File: src/rtl/uart_tx_fifo.sv
// Buffered UART transmitter: DEPTH-entry byte FIFO feeding an 8N-STOP_BITS
// serializer that sends LSB first at clk/DIV baud, frames back-to-back.
module uart_tx_fifo #(
   parameter int DIV       = 208,
   parameter int DEPTH     = 16,
   parameter int STOP_BITS = 2
) (
   input  logic                     clk,
   input  logic                     rst,
   input  logic [7:0]               wr_data,
   input  logic                     wr_en,
   output logic                     full,
   output logic [$clog2(DEPTH):0]   level,
   output logic                     overflow,
   output logic                     busy,
   output logic                     txd
);

   localparam int AW = $clog2(DEPTH);

   typedef enum logic [1:0] {IDLE, START, DATA, STOP} state_e;

   logic [7:0]    mem_q [DEPTH];
   logic [AW-1:0] wr_ptr_q, rd_ptr_q;
   logic [AW:0]   level_q, level_d;
   logic          overflow_q;

   state_e        state_q;
   logic [11:0]   baud_q;
   logic [2:0]    bit_q;
   logic          stop_q;
   logic [7:0]    shift_q;
   logic          txd_q;

   logic push, pop, baud_end, frame_end;

   // DEPTH is a power of two, so the MSB of level alone means level == DEPTH.
   assign full      = level_q[AW];
   assign push      = wr_en && !full;
   assign baud_end  = (baud_q == 12'(DIV - 1));
   assign frame_end = (state_q == STOP) && baud_end && ((STOP_BITS == 1) || stop_q);
   assign pop       = (level_q != '0) && ((state_q == IDLE) || frame_end);

   // NOTE: a default assignment first keeps this block purely combinational (no latch).
   always_comb begin
      level_d = level_q;
      if (push && !pop)
         level_d = level_q + (AW+1)'(1);
      else if (pop && !push)
         level_d = level_q - (AW+1)'(1);
   end

   // NOTE: storage has no reset; the pointers alone define which entries are valid.
   always_ff @(posedge clk) begin
      if (!rst && push)
         mem_q[wr_ptr_q] <= wr_data;
   end

   // NOTE: non-blocking assignments so every register updates from pre-edge values.
   always_ff @(posedge clk) begin
      if (rst) begin
         wr_ptr_q   <= '0;
         rd_ptr_q   <= '0;
         level_q    <= '0;
         overflow_q <= 1'b0;
      end else begin
         if (push)
            wr_ptr_q <= wr_ptr_q + AW'(1);
         if (pop)
            rd_ptr_q <= rd_ptr_q + AW'(1);
         level_q <= level_d;
         if (wr_en && full)
            overflow_q <= 1'b1;
      end
   end

   always_ff @(posedge clk) begin
      if (rst) begin
         state_q <= IDLE;
         baud_q  <= '0;
         bit_q   <= '0;
         stop_q  <= 1'b0;
         shift_q <= '0;
         txd_q   <= 1'b1;
      end else begin
         case (state_q)
            IDLE: begin
               txd_q <= 1'b1;
               if (pop) begin
                  shift_q <= mem_q[rd_ptr_q];
                  baud_q  <= '0;
                  state_q <= START;
                  txd_q   <= 1'b0;
               end
            end
            START: begin
               if (baud_end) begin
                  baud_q  <= '0;
                  bit_q   <= '0;
                  state_q <= DATA;
                  txd_q   <= shift_q[0];
               end else begin
                  baud_q <= baud_q + 12'd1;
               end
            end
            DATA: begin
               if (baud_end) begin
                  baud_q <= '0;
                  if (bit_q == 3'd7) begin
                     stop_q  <= 1'b0;
                     state_q <= STOP;
                     txd_q   <= 1'b1;
                  end else begin
                     bit_q   <= bit_q + 3'd1;
                     shift_q <= shift_q >> 1;
                     txd_q   <= shift_q[1];
                  end
               end else begin
                  baud_q <= baud_q + 12'd1;
               end
            end
            STOP: begin
               if (baud_end) begin
                  baud_q <= '0;
                  if (frame_end) begin
                     // Chain straight into the next start bit when data is waiting.
                     if (pop) begin
                        shift_q <= mem_q[rd_ptr_q];
                        state_q <= START;
                        txd_q   <= 1'b0;
                     end else begin
                        state_q <= IDLE;
                     end
                  end else begin
                     stop_q <= 1'b1;
                  end
               end else begin
                  baud_q <= baud_q + 12'd1;
               end
            end
            default: state_q <= IDLE;
         endcase
      end
   end

   assign level    = level_q;
   assign overflow = overflow_q;
   assign busy     = (state_q != IDLE) || (level_q != '0);
   assign txd      = txd_q;

endmodule

File: config.mk
export PLATFORM = sky130hd
export DESIGN_NAME = uart_tx_fifo
export DESIGN_NICKNAME = d
export VERILOG_FILES = /design/src/rtl/uart_tx_fifo.sv
export SDC_FILE = /design/constraint.sdc
export NUM_CORES = 1
export LEC_CHECK = 0
export CORE_MARGIN = 10
export CORE_UTILIZATION = 30
export CTS_CLUSTER_SIZE = 28
export DETAILED_ROUTE_END_ITERATION = 10
export GPL_ROUTABILITY_DRIVEN = 0
export PLACE_DENSITY = 0.5
export SETUP_SLACK_MARGIN = 0.15
export SYNTH_ARGS = -nofsm -noshare
export SYNTH_HDL_FRONTEND = slang
export SYNTH_SLANG_ARGS = --single-unit
File: constraint.sdc
create_clock -name clk -period 3.5 [get_ports clk]
set_input_delay 0.35 -clock clk [delete_from_list [all_inputs] [get_ports clk]]
set_output_delay 0.35 -clock clk [all_outputs]
set_load 0.05 [all_outputs]
== Word level (Yosys, flattened, before mapping) ==
Memory sizes are Yosys's and may differ from the RTL's. A register that Yosys moved wholly into a read port is not among the register bits.
Cells that the tools add are included.

* Memories kept: 1
* Bits of input ports: 11
* Bits in writable memories: 128
* ROM bits: 0
* Output and inout port bits: 9
* Flip-flop bits (word level): 41
* Latch bits: 0
* Word-level logic and storage cells: 98

{| class="wikitable"
|+ Memory list
! memory !! depth !! width !! rd ports !! clocked after memory_dff !! write ports !! RTL line !! source
|-
| mem_q || 16 || 8 || 1 || 1 || 1 || 23 || <nowiki>logic [7:0] mem_q [DEPTH];</nowiki>
|}

* Multipliers: 0
* Divide/modulo/power cells: 0
* Shift-type cells: 0
* Eq/ne operators: 14
* $add $sub $neg: 6
* Muxes and demuxes: 40
* Magnitude comparators: 0
* Reductions and logical operators: 27
* Bitwise gates (word level): 0

{| class="wikitable"
|+ Operator list
! operator !! number
|-
| 2-to-1 mux 8 bit || 5
|-
| 2-to-1 mux 12 bit || 2
|-
| case mux 12 bit (2 select lines) || 1
|-
| case mux 8 bit (3 select lines) || 1
|-
| != test 2 bit (second input constant) || 9
|-
| AND reduction 5 bit || 3
|-
| 2-to-1 mux 1 bit || 14
|-
| adder 12 x 1 -> 12 bit (second input constant) || 1
|-
| equality test 12 x 8 -> 1 bit (second input constant) || 1
|-
| 2-to-1 mux 2 bit || 6
|-
| 2-to-1 mux 5 bit || 2
|-
| 2-to-1 mux 3 bit || 3
|-
| adder 4 x 1 -> 4 bit (second input constant) || 2
|-
| logical AND 1 bit || 8
|-
| 2-to-1 mux 4 bit || 2
|-
| case mux 2 bit (4 select lines) || 1
|-
| nonzero test 2 bit || 4
|-
| case mux 3 bit (2 select lines) || 1
|-
| AND reduction 6 bit || 1
|-
| adder 5 x 1 -> 5 bit (second input constant) || 1
|-
| nonzero test 5 bit || 1
|-
| subtractor 5 x 1 -> 5 bit (second input constant) || 1
|-
| equality test 2 bit (second input constant) || 2
|-
| logical NOT 1 bit || 4
|-
| 10 further kinds || 11
|}

== Depth between registers and ports, before layout ==
Gate-level depths: netlist of the first run.

* Depth in word-level cells: 9
* Mapped depth: 14
* Depth with buffers taken out: 13

== Least setup slack after synthesis of the first run ==
Ideal clock, no wire load.

* Path kind: reg-to-reg
* Start: reg level_q[0], in the netlist level[0]
* End: reg level_q[4], in the netlist level[4]
* Cell stages (with the launch flop): 13
* Data arrival time: 3.034 ns
* Required time: 3.430 ns
* Buffers on the path: 0
* Slack: 0.395 ns
* Cells stage by stage: dfxtp_1 -> or4_1 -> nor2_1 -> nor2_1 -> inv_1 -> ha_1 -> inv_1 -> fa_1 -> a21o_1 -> a21oi_1 -> xnor2_1 -> or3_1 -> a21oi_1

* Word-level cells in the longest chain between the ends: 5

{| class="wikitable"
|+ RTL lines
! item !! RTL line !! source
|-
| from (decl) || 25 || <nowiki>logic [AW:0] level_q, level_d;</nowiki>
|-
| from (signal assigned) || 71 || <nowiki>level_q <= level_d;</nowiki>
|-
| branches (longest 5 deep; another with subtractor 5 x 1 -> 5 bit) || n/a ||
|}

Parallel ways; which one is timed is not known. The select of a mux whose other input is x is not followed.
A chain may end at the register's enable or synchronous reset.

== Worst setup path in the final report of the first run ==
Ends and elaborated chain as after synthesis.

==> results of run 1 <==
[stage by stage]
stage          area [um2]  setup slack, ns  power (mW)  instances
2_1_floorplan        7400            0.395        3.97        491
3_3_place_gp         8040            0.428        4.37        834
3_5_place_dp         8040            0.373        4.42        834
4_1_cts              8630            0.252        6.33        865
5_1_grt              8630            0.150        6.60        865
6_report             8630            0.358        6.25        865
[layout make-up]
| class | instances | share of cell area, % |
|---|---|---|
| sequential | 173 | 55.0 |
| clock inverter | 14 | 1.88 |
| clock buffer | 17 | 4.93 |
| timing repair buffer | 44 | 4.35 |
| tap | 324 | 4.70 |
| multi-input combinational | 280 | 28.6 |
| inverter | 13 | 0.565 |
[kinds of logic after synthesis]
family	count (synthesis)	synth area share (%)
xor gates and xnor gates	10	1.18
muxes	53	12.9
AOI/OAI and AO/OA	82	7.78
and+or+nand+nor	117	8.36
DFF	173	64.1
buffers and inverters	38	2.52
adders and majority gates	18	3.15
[where the power goes]
group          internal, mW  switching, mW
logic                 0.822           1.06
clock network          1.02          0.877
registers              2.34          0.144
total                  4.18           2.08
[worst paths after layout]
check             startpoint     endpoint  slack, ns  depth (start not counted)
setup / recovery    level[0]     level[4]       0.36                         12
hold / removal           rst  mem_q[8][2]       0.47                          3
setup reg to reg    level[0]     level[4]       0.36                         12
hold reg to reg     overflow     overflow       0.47                          2
[registers in the layout (all words and copies together) (netlist names), 2 cells and up, named ones only]
| register | count |
|---|---|
| mem_q | 128 |
| baud_q | 12 |
| shift_q | 8 |
| level | 5 |
| rd_ptr_q | 4 |
| wr_ptr_q | 4 |
| bit_q | 3 |
| state_q | 2 |
[placed cells by master, fill, tap and decap left out, drive strengths merged, types with 6 or more instances in the layout]
cell type        n
nor3            11
a41oi            6
edfxtp         128
buf             26
clkbuf          17
mux2i           13
a21oi           25
xnor2            7
clkdlybuf4s50   17
ha              17
inv             23
nand3b          10
nor2            50
dfxtp           45
mux4            33
nand2           16
mux2             7
o41ai            6
o21ai           25
[worst reg2reg max path: cells and delay by family, from the launching register on]
| family | cells | cell delay (ns) |
|---|---|---|
| AO/OA/AOI/OAI | 3 | 0.51 |
| XOR/XNOR | 1 | 0.09 |
| adder cells (fa/ha/maj) | 2 | 0.59 |
| buffers and inverters | 2 | 0.18 |
| flip-flops | 1 | 0.36 |
| AND/OR/NAND/NOR | 4 | 1.35 |
[routing by layer]
layer  global-route usage [%]  vias to the layer above  routed length, um
met2                     17.4                       74               7840
met5                        0                        -                  0
met1                     13.0                     2205               7170
met3                     2.56                        8                591
li1                         -                     1977                  -
met4                     2.49                        0                131
==> results.sh, run 1 <==
export IMPL_status="finished, final reports clean"
export IMPL_die_x_um=177
export IMPL_area_growth_pct=16.7
export IMPL_synthTopCellsByArea="edfxtp_1 52%, dfxtp_1 12%, mux4_2 10%"
export IMPL_hpwlAfterDp_um=10100
export IMPL_synth_edff_count=128
export IMPL_antenna_found_initial=0
export IMPL_min_path_type="in2reg"
export IMPL_synthCells=491
export IMPL_slew_viol_final=0
export IMPL_wl_per_cell_um=18.2
export IMPL_die_h_um=177
export IMPL_setup_viol=0
export IMPL_routed_wl_um=15700
export IMPL_netlist_area_um2=7400
export IMPL_cts_tree="built"
export IMPL_cpPeakStageDelay_ns=0.67
export IMPL_cts_root_buf="clkbuf_16"
export IMPL_clkTransAtPathRegs_ns=0.07
export IMPL_seq_area_um2=4750
export IMPL_path_class="reg2reg"
export IMPL_multiInputGateArea_um2=2470
export IMPL_yosysMostFrequentCell="edfxtp_1"
export IMPL_rsz0062_at_grt="no"
export IMPL_num_nets_final=558
export IMPL_drc=0
export IMPL_p_per_area_nw_per_um2=725
export IMPL_grt_max_degree=52
export IMPL_ys_seq_area_share_pct=64.1
export IMPL_crit_path_cell_trace="or4_1, nor2_1, nor2_1, inv_1, ha_1, inv_1, fa_1, a21o_1, a21oi_1, xnor2_1, or3_1, a21oi_1"
export IMPL_ioPinCount=20
export IMPL_grt_pass1_wl_um=24800
export IMPL_p_leak_nw=2.81
export IMPL_ctsHoldBuffers=0
export IMPL_gr_total_overflow=0
export IMPL_yosysWarnings=0
export IMPL_start_util_pct=30.4
export IMPL_critPathMaxFanout=5
export IMPL_synth_seq_cells=173
export IMPL_grt_pass1_vias=4370
export IMPL_synth_cell_types=55
export IMPL_cts_buffers=17
export IMPL_slew_headroom_pct=50.5
export IMPL_finalSetupTns_ns=0
export IMPL_antenna_cells=0
export IMPL_io_buffers=19
export IMPL_post_route_min_period_ns=3.14
export IMPL_fp_coreArea_um2=24300
export IMPL_hold_slack_ns=0.471
export IMPL_cp_required_ns=3.85
export IMPL_firstDrtPassIters=4
export IMPL_rows=57
export IMPL_postCtsSetupBuffers=0
export IMPL_post_cts_resized=0
export IMPL_hold_viol=0
export IMPL_crit_family="simple AND/OR/NAND/NOR gates"
export IMPL_drt_initial_drc_count=297
export IMPL_layout_drive_gt1_share_pct=21.1
export IMPL_synthArstFlopShare_pct=0
export IMPL_synth_top_area_cell="edfxtp_1"
export IMPL_synth_common_cells="128 x edfxtp_1, 49 x nor2_1, 45 x dfxtp_1"
export IMPL_fin_util_pct=35.5
export IMPL_worstMarginPinSlew_ns=0.732
export IMPL_arrival_ns=3.49
export IMPL_fillers=2319
export IMPL_maxCapViolCount=0
export IMPL_clock_sinks=173
export IMPL_insertion_delay_ns=0.43
export IMPL_synthDominantCellAreaShare_pct=52.0
export IMPL_vias=4264
export IMPL_clock_skew_final_ns=0.0197
export IMPL_startpoint_type="flop"
export IMPL_clockBufferDepth=2
export IMPL_cp_num_buf_inv=2
export IMPL_vias_per_cell=4.93
export IMPL_period_share_pct=89.8
export IMPL_peakVddDrop_mv=0.415
export IMPL_synth_nets=520
export IMPL_ant_nets=0
export IMPL_cts_htree_levels=4
export IMPL_critPathCaptureType="flop"
export IMPL_grtUsageTotal_pct=10.3
export IMPL_critical_path_slowest_cell="or4_1"
export IMPL_dieArea_um2=31300
export IMPL_syn_area_per_cell_um2=15.1
export IMPL_synthFlopType="edfxtp_1"
export IMPL_fmax_ghz=0.318
No activity file was read; power rests on OpenSTA's default activity.
==> inputs of run 2 (changes only) <==
Settings changed: ABC_AREA from default to 1, PLACE_DENSITY 0.5 to default.
==> results.sh, run 2 <==
export IMPL_status="finished, final reports clean"
export IMPL_antenna_cells=0
export IMPL_critical_path_cell_count=16
export IMPL_area_growth_pct=13.5
export IMPL_worstMarginPinSlew_ns=1.08
export IMPL_fp_coreArea_um2=25300
export IMPL_synthTopCellsByArea="edfxtp_1 50%, dfxtp_1 12%, nand2_1 12%"
export IMPL_p_comb_share_pct=33.0
export IMPL_clockBufferDepth=2
export IMPL_post_route_min_period_ns=2.73
export IMPL_slew_headroom_pct=27.9
export IMPL_synth_top_area_cell="edfxtp_1"
export IMPL_startpoint="baud_q[0]"
export IMPL_final_common_cell="nand2_1"
export IMPL_synth_edff_count=128
export IMPL_p_leak_nw=3.36
export IMPL_io_buffers=19
export IMPL_cts_buffers=17
export IMPL_cts_tree="built"
export IMPL_dieArea_um2=32500
export IMPL_firstDrtPassIters=5
export IMPL_wl_met3_um=587
export IMPL_worst_slack_ns=0.767
export IMPL_start_util_pct=30.5
export IMPL_antenna_found_initial=0
export IMPL_startpoint_type="flop"
export IMPL_drc=0
export IMPL_grt_pass1_vias=5071
export IMPL_timing_rr_end="level[4]"
export IMPL_vias=5424
export IMPL_synthCells=818
export IMPL_synth_top_family_by_area="simple AND/OR/NAND/NOR gates"
export IMPL_cp_num_buf_inv=1
export IMPL_ys_seq_area_share_pct=61.6
export IMPL_gr_total_overflow=0
export IMPL_wl_met2_um=8340
export IMPL_die_h_um=180
export IMPL_synth_fa_ha_area_share_pct=3.02
export IMPL_clock_sinks=173
export IMPL_rsz0062_at_grt="no"
export IMPL_synthDominantCellAreaShare_pct=49.9
export IMPL_cp_endpoint="level[4]"
export IMPL_rows=58
export IMPL_multiInputGateArea_um2=2590
export IMPL_critPathCaptureType="flop"
export IMPL_synth_compound_area_share_pct=5.52
export IMPL_syn_area_per_cell_um2=9.42
export IMPL_drt_met1_wl_um=7880
export IMPL_cts_htree_levels=4
export IMPL_pwr_share_seq_pct=38.6
export IMPL_synthArstFlopShare_pct=0
export IMPL_rr_worst_depth=16
export IMPL_insertion_delay_ns=0.43
export IMPL_grtUsageTotal_pct=10.4
export IMPL_critical_path_slowest_cell="dfxtp_1"
export IMPL_place_ws_ns=0.786
export IMPL_seq_area_um2=4750
export IMPL_postCtsSetupBuffers=0
export IMPL_stdcell_count=1171
export IMPL_post_synth_and_or_nand_nor_area_fraction_pct=24.7
export IMPL_netlist_area_um2=7700
export IMPL_dp_cells=1141
export IMPL_yosysWarnings=0
export IMPL_post_cts_resized=0
export IMPL_crit_path_cell_trace="ha_1, nand3_4, nor2_1, nand4_1, nand2_2, nand2_4, ha_1, inv_1, ha_1, a21o_1, a21oi_1, nor2_1, nor2_1, nand2_1, o21ai_0, a21oi_1"
export IMPL_grt_pass1_wl_um=27200
export IMPL_clock_power_share_pct=28.3
export IMPL_layout_drive_gt1_share_pct=6.66
export IMPL_num_nets_final=859
export IMPL_final_cell_mix="238 x nand2_1, 128 x edfxtp_1, 120 x nor2_1"
export IMPL_crit_family="adder cells"
export IMPL_vias_per_cell=4.63
export IMPL_finalSetupTns_ns=0
export IMPL_p_int_mw=3.96
export IMPL_largest_register="mem_q"
export IMPL_fillers=2601
export IMPL_drt_initial_drc_count=554
export IMPL_top_layer_used="met4"
export IMPL_synth_xor_area_share_pct=0.455
export IMPL_slew_viol_final=0
export IMPL_hpwlAfterDp_um=10400
export IMPL_maxCapViolCount=0
export IMPL_ant_nets=0
export IMPL_synth_seq_cells=173
export IMPL_fmax_ghz=0.366
export IMPL_setup_viol=0
export IMPL_cp_required_ns=3.82
export IMPL_cpPeakStageDelay_ns=0.38
export IMPL_clock_skew_final_ns=0.00869
export IMPL_hold_viol=0
export IMPL_synth_common_cells="238 x nand2_1, 128 x edfxtp_1, 120 x nor2_1"
export IMPL_synth_cell_types=33
export IMPL_switchingPower_mw=2.31
export IMPL_clkTransAtPathRegs_ns=0.06
export IMPL_switching_share_pct=36.9
export IMPL_p_per_area_nw_per_um2=717
export IMPL_grt_max_degree=67
export IMPL_cts_root_buf="clkbuf_16"
export IMPL_synth_nets=847
export IMPL_min_path_type="reg2reg"
export IMPL_reg_top3="mem_q x128, baud_q x12, shift_q x8"
export IMPL_total_power_mw=6.27
export IMPL_synthFlopType="edfxtp_1"
export IMPL_period_share_pct=78.1
export IMPL_peakVddDrop_mv=0.468
export IMPL_wl_per_cell_um=14.6
export IMPL_largest_register_ffs=128
export IMPL_die_x_um=180
export IMPL_reg2reg_slack_ns=0.77
export IMPL_r2r_start="baud_q[0]"
export IMPL_arrival_ns=3.05
export IMPL_fin_util_pct=34.6
export IMPL_ctsHoldBuffers=0
export IMPL_path_class="reg2reg"
export IMPL_routed_wl_um=17100
export IMPL_ioPinCount=20
export IMPL_critPathMaxFanout=8
export IMPL_yosys_mux_area_fraction_pct=0
export IMPL_yosysMostFrequentCell="nand2_1"
==> run 2: power by group through the flow <==
| stage | clock network (mW) | logic, mW | registers [mW] |
|---|---|---|---|
| 2_1_floorplan | 0 | 1.48 | 2.55 |
| 3_3_place_gp | 0 | 2.06 | 2.46 |
| 3_5_place_dp | 0 | 2.08 | 2.47 |
| 4_1_cts | 1.80 | 2.09 | 2.42 |
| 5_1_grt | 1.89 | 2.35 | 2.44 |
| 6_report | 1.78 | 2.07 | 2.42 |
==> run 2: layer usage <==
| metal | GRT usage (%) | up-vias |
|---|---|---|
| met5 | 0 | - |
| met4 | 4.10 | 0 |
| met3 | 1.83 | 21 |
| met2 | 17.0 | 98 |
| met1 | 13.3 | 2569 |
| li1 | - | 2736 |
==> run 2: worst register-to-register path: cells and delay by family (launching register included) <==
family	cells	cell delay, ns
fa+ha+maj	3	0.80
simple gates	8	0.78
compound gates	4	0.54
flops	1	0.38
buf+inv	1	0.14
==> run 2: stage by stage <==
step	hold slack, ns	instance area [um2]
after floorplan	0.448	7700
after global placement	0.450	8200
after detailed placement	0.447	8200
after CTS	0.464	8740
after global routing	0.495	8740
final	0.458	8740
==> run 2: how the worst min path moves through the flow <==
| stage | startpoint | to | slack, ns | depth (start not counted) |
|---|---|---|---|---|
| final | txd | txd | 0.46 | 2 |
| after CTS | txd | txd | 0.46 | 2 |
| after global placement | txd | txd | 0.45 | 2 |
| after global routing | txd | txd | 0.49 | 2 |
| after detailed placement | txd | txd | 0.45 | 2 |
| after floorplan | bit_q[1] | bit_q[1] | 0.45 | 2 |
==> run 2: logic make-up after synthesis <==
| logic type | Yosys count |
|---|---|
| and+or+nand+nor | 456 |
| DFF | 173 |
| buffers and inverters | 86 |
| AOI/OAI and AO/OA | 81 |
| adders and majority gates | 18 |
| xor gates and xnor gates | 4 |
==> run 2: area by class of cell <==
cell class                      instances  area share [%]
Clock buffer                           18            4.91
Sequential cell                       173            54.3
Multi-Input combinational cell        559            29.7
Clock inverter                         12            1.34
Timing Repair Buffer                   27            2.86
Inverter                               52            2.23
Tap cell                              330            4.72
==> inputs of run 3 (changes only) <==
Clock period 3.5 ns to 2.8 ns, I/O delays scaled along.
==> results.sh, run 3 (synthesized netlist as in run 2, its figures left out) <==
export IMPL_status="finished, final reports clean"
export IMPL_hold_path_depth=2
export IMPL_grt_max_degree=67
export IMPL_firstDrtPassIters=7
export IMPL_hold_viol=0
export IMPL_fp_coreArea_um2=25300
export IMPL_vias_per_cell=4.59
export IMPL_critPathMaxFanout=6
export IMPL_hp_start="bit_q[2]"
export IMPL_critPathCaptureType="output port"
export IMPL_grtUsageTotal_pct=10.5
export IMPL_grt_pass1_wl_um=27600
export IMPL_crit_path_cell_trace="inv_1, ha_1, nand4_1, clkdlybuf4s50_1"
export IMPL_layout_drive_gt1_share_pct=10.3
export IMPL_ant_nets=0
export IMPL_cts_buffers=17
export IMPL_fillers=2596
export IMPL_grt_pass1_vias=5163
export IMPL_clockBufferDepth=2
export IMPL_antenna_cells=0
export IMPL_period_share_pct=88.1
export IMPL_reg2reg_slack_ns=0.38
export IMPL_dieArea_um2=32500
export IMPL_stdcell_area_um2=9010
export IMPL_cts_tree="built"
export IMPL_setup_viol=0
export IMPL_largest_register="mem_q"
export IMPL_startpoint_type="flop"
export IMPL_cp_required_ns=2.52
export IMPL_crit_family="buffers and inverters"
export IMPL_drt_initial_drc_count=452
export IMPL_die_x_um=180
export IMPL_busiest_layer="met2"
export IMPL_fin_util_pct=35.7
export IMPL_rsz0062_at_grt="no"
export IMPL_fmax_ghz=0.405
export IMPL_reg_top3="mem_q x128, baud_q x12, shift_q x8"
export IMPL_ctsHoldBuffers=0
export IMPL_start_util_pct=30.5
export IMPL_finalSetupTns_ns=0
export IMPL_rows=58
export IMPL_p_leak_nw=3.49
export IMPL_rr_worst_depth=15
export IMPL_insertion_delay_ns=0.43
export IMPL_critical_path_slowest_cell="clkdlybuf4s50_1"
export IMPL_vias=5482
export IMPL_clock_sinks=173
export IMPL_final_cell_mix="238 x nand2_1, 128 x edfxtp_1, 119 x nor2_1"
export IMPL_cpPeakStageDelay_ns=0.86
export IMPL_slew_viol_final=0
export IMPL_ioPinCount=20
export IMPL_min_path_type="reg2reg"
export IMPL_clkTransAtPathRegs_ns=0.07
export IMPL_cts_htree_levels=4
export IMPL_holdPathEnd="bit_q[2]"
export IMPL_clock_skew_final_ns=0.0103
export IMPL_post_cts_resized=2
export IMPL_antenna_found_initial=0
export IMPL_postCtsSetupBuffers=0
export IMPL_maxCapViolCount=0
export IMPL_gr_total_overflow=0
export IMPL_grt_util_met1_pct=13.5
export IMPL_area_growth_pct=16.9
export IMPL_grt_util_met3_pct=2.27
export IMPL_grtUsageMet2_pct=16.9
export IMPL_num_nets_final=880
export IMPL_arrival_ns=2.19
export IMPL_io_buffers=19
export IMPL_cts_root_buf="clkbuf_16"
export IMPL_worstMarginPinSlew_ns=0.814
export IMPL_drc=0
export IMPL_timing_rr_end="level[4]"
export IMPL_path_class="reg2out"
export IMPL_slew_headroom_pct=45.7
export IMPL_r2r_start="state_q[0]"
export IMPL_placed_cell_area_um2=8390
export IMPL_die_h_um=180
export IMPL_routed_wl_um=17200
export IMPL_final_common_cell="nand2_1"
export IMPL_peakVddDrop_mv=0.736
export IMPL_largest_register_ffs=128
export IMPL_stdcell_count=1194
export IMPL_hpwlAfterDp_um=10900
export IMPL_wl_per_cell_um=14.4
export IMPL_cp_num_buf_inv=2
export IMPL_p_per_area_nw_per_um2=902
export IMPL_post_route_min_period_ns=2.47
export IMPL_dp_cells=1162
[run 3: changes by cell type in the layout (fill, tap and decap cells not counted), sizes merged]
cell	before	now
buf	8	29
bufinv	1	2
clkbuf	18	19
clkinv	8	4
clkinvlp	1	2
inv	54	57
[run 3: worst min-delay path, cell delays in order, from the launching register on]
cell     delay (ns)
dfxtp_1        0.31
nand2_1        0.06
a21oi_1        0.05
[run 3: cell type report]
| cell class | instances | area [um2] | area share, % |
|---|---|---|---|
| clock buffers | 19 | 433 | 4.81 |
| clock inverters | 13 | 154 | 1.71 |
| inverters | 52 | 195 | 2.17 |
| multi-input cells | 559 | 2620 | 29.0 |
| flip-flops and latches | 173 | 4750 | 52.8 |
| well taps | 330 | 413 | 4.58 |
| repair buffers | 48 | 445 | 4.95 |
[run 3: worst max-delay path by stage]
stage / from / to / slack [ns] / depth (start not counted)
detailed placement: baud_q[0] / level[4] / 0.15 / 16
global route: state_q[1] / level[4] / 0.16 / 15
finish: state_q[0] / busy / 0.33 / 4
global placement: baud_q[0] / level[4] / 0.19 / 16
CTS: state_q[0] / level[4] / 0.19 / 15
floorplan: level[1] / level[4] / 0.35 / 13
[run 3: routing by layer]
layer	share of wire (%)	up-vias	wire, um
li1	-	2782	-
met5	0	-	0
met3	3.7	14	633
met4	1.4	0	249
met2	48	99	8330
met1	46	2587	7980
[run 3: per-stage QoR]
step / setup slack (ns) / hold WS, ns / power (mW)
2_1_floorplan: 0.345 / 0.379 / 5.03
3_3_place_gp: 0.187 / 0.457 / 5.78
3_5_place_dp: 0.150 / 0.464 / 5.81
4_1_cts: 0.186 / 0.474 / 8.17
5_1_grt: 0.160 / 0.502 / 8.67
6_report: 0.333 / 0.473 / 8.13
[run 3: power breakdown]
part | internal (mW) | switching, mW
Combinational | 0.914 | 1.81
Sequential | 2.92 | 0.127
Clock | 1.34 | 1.02
Total | 5.17 | 2.96
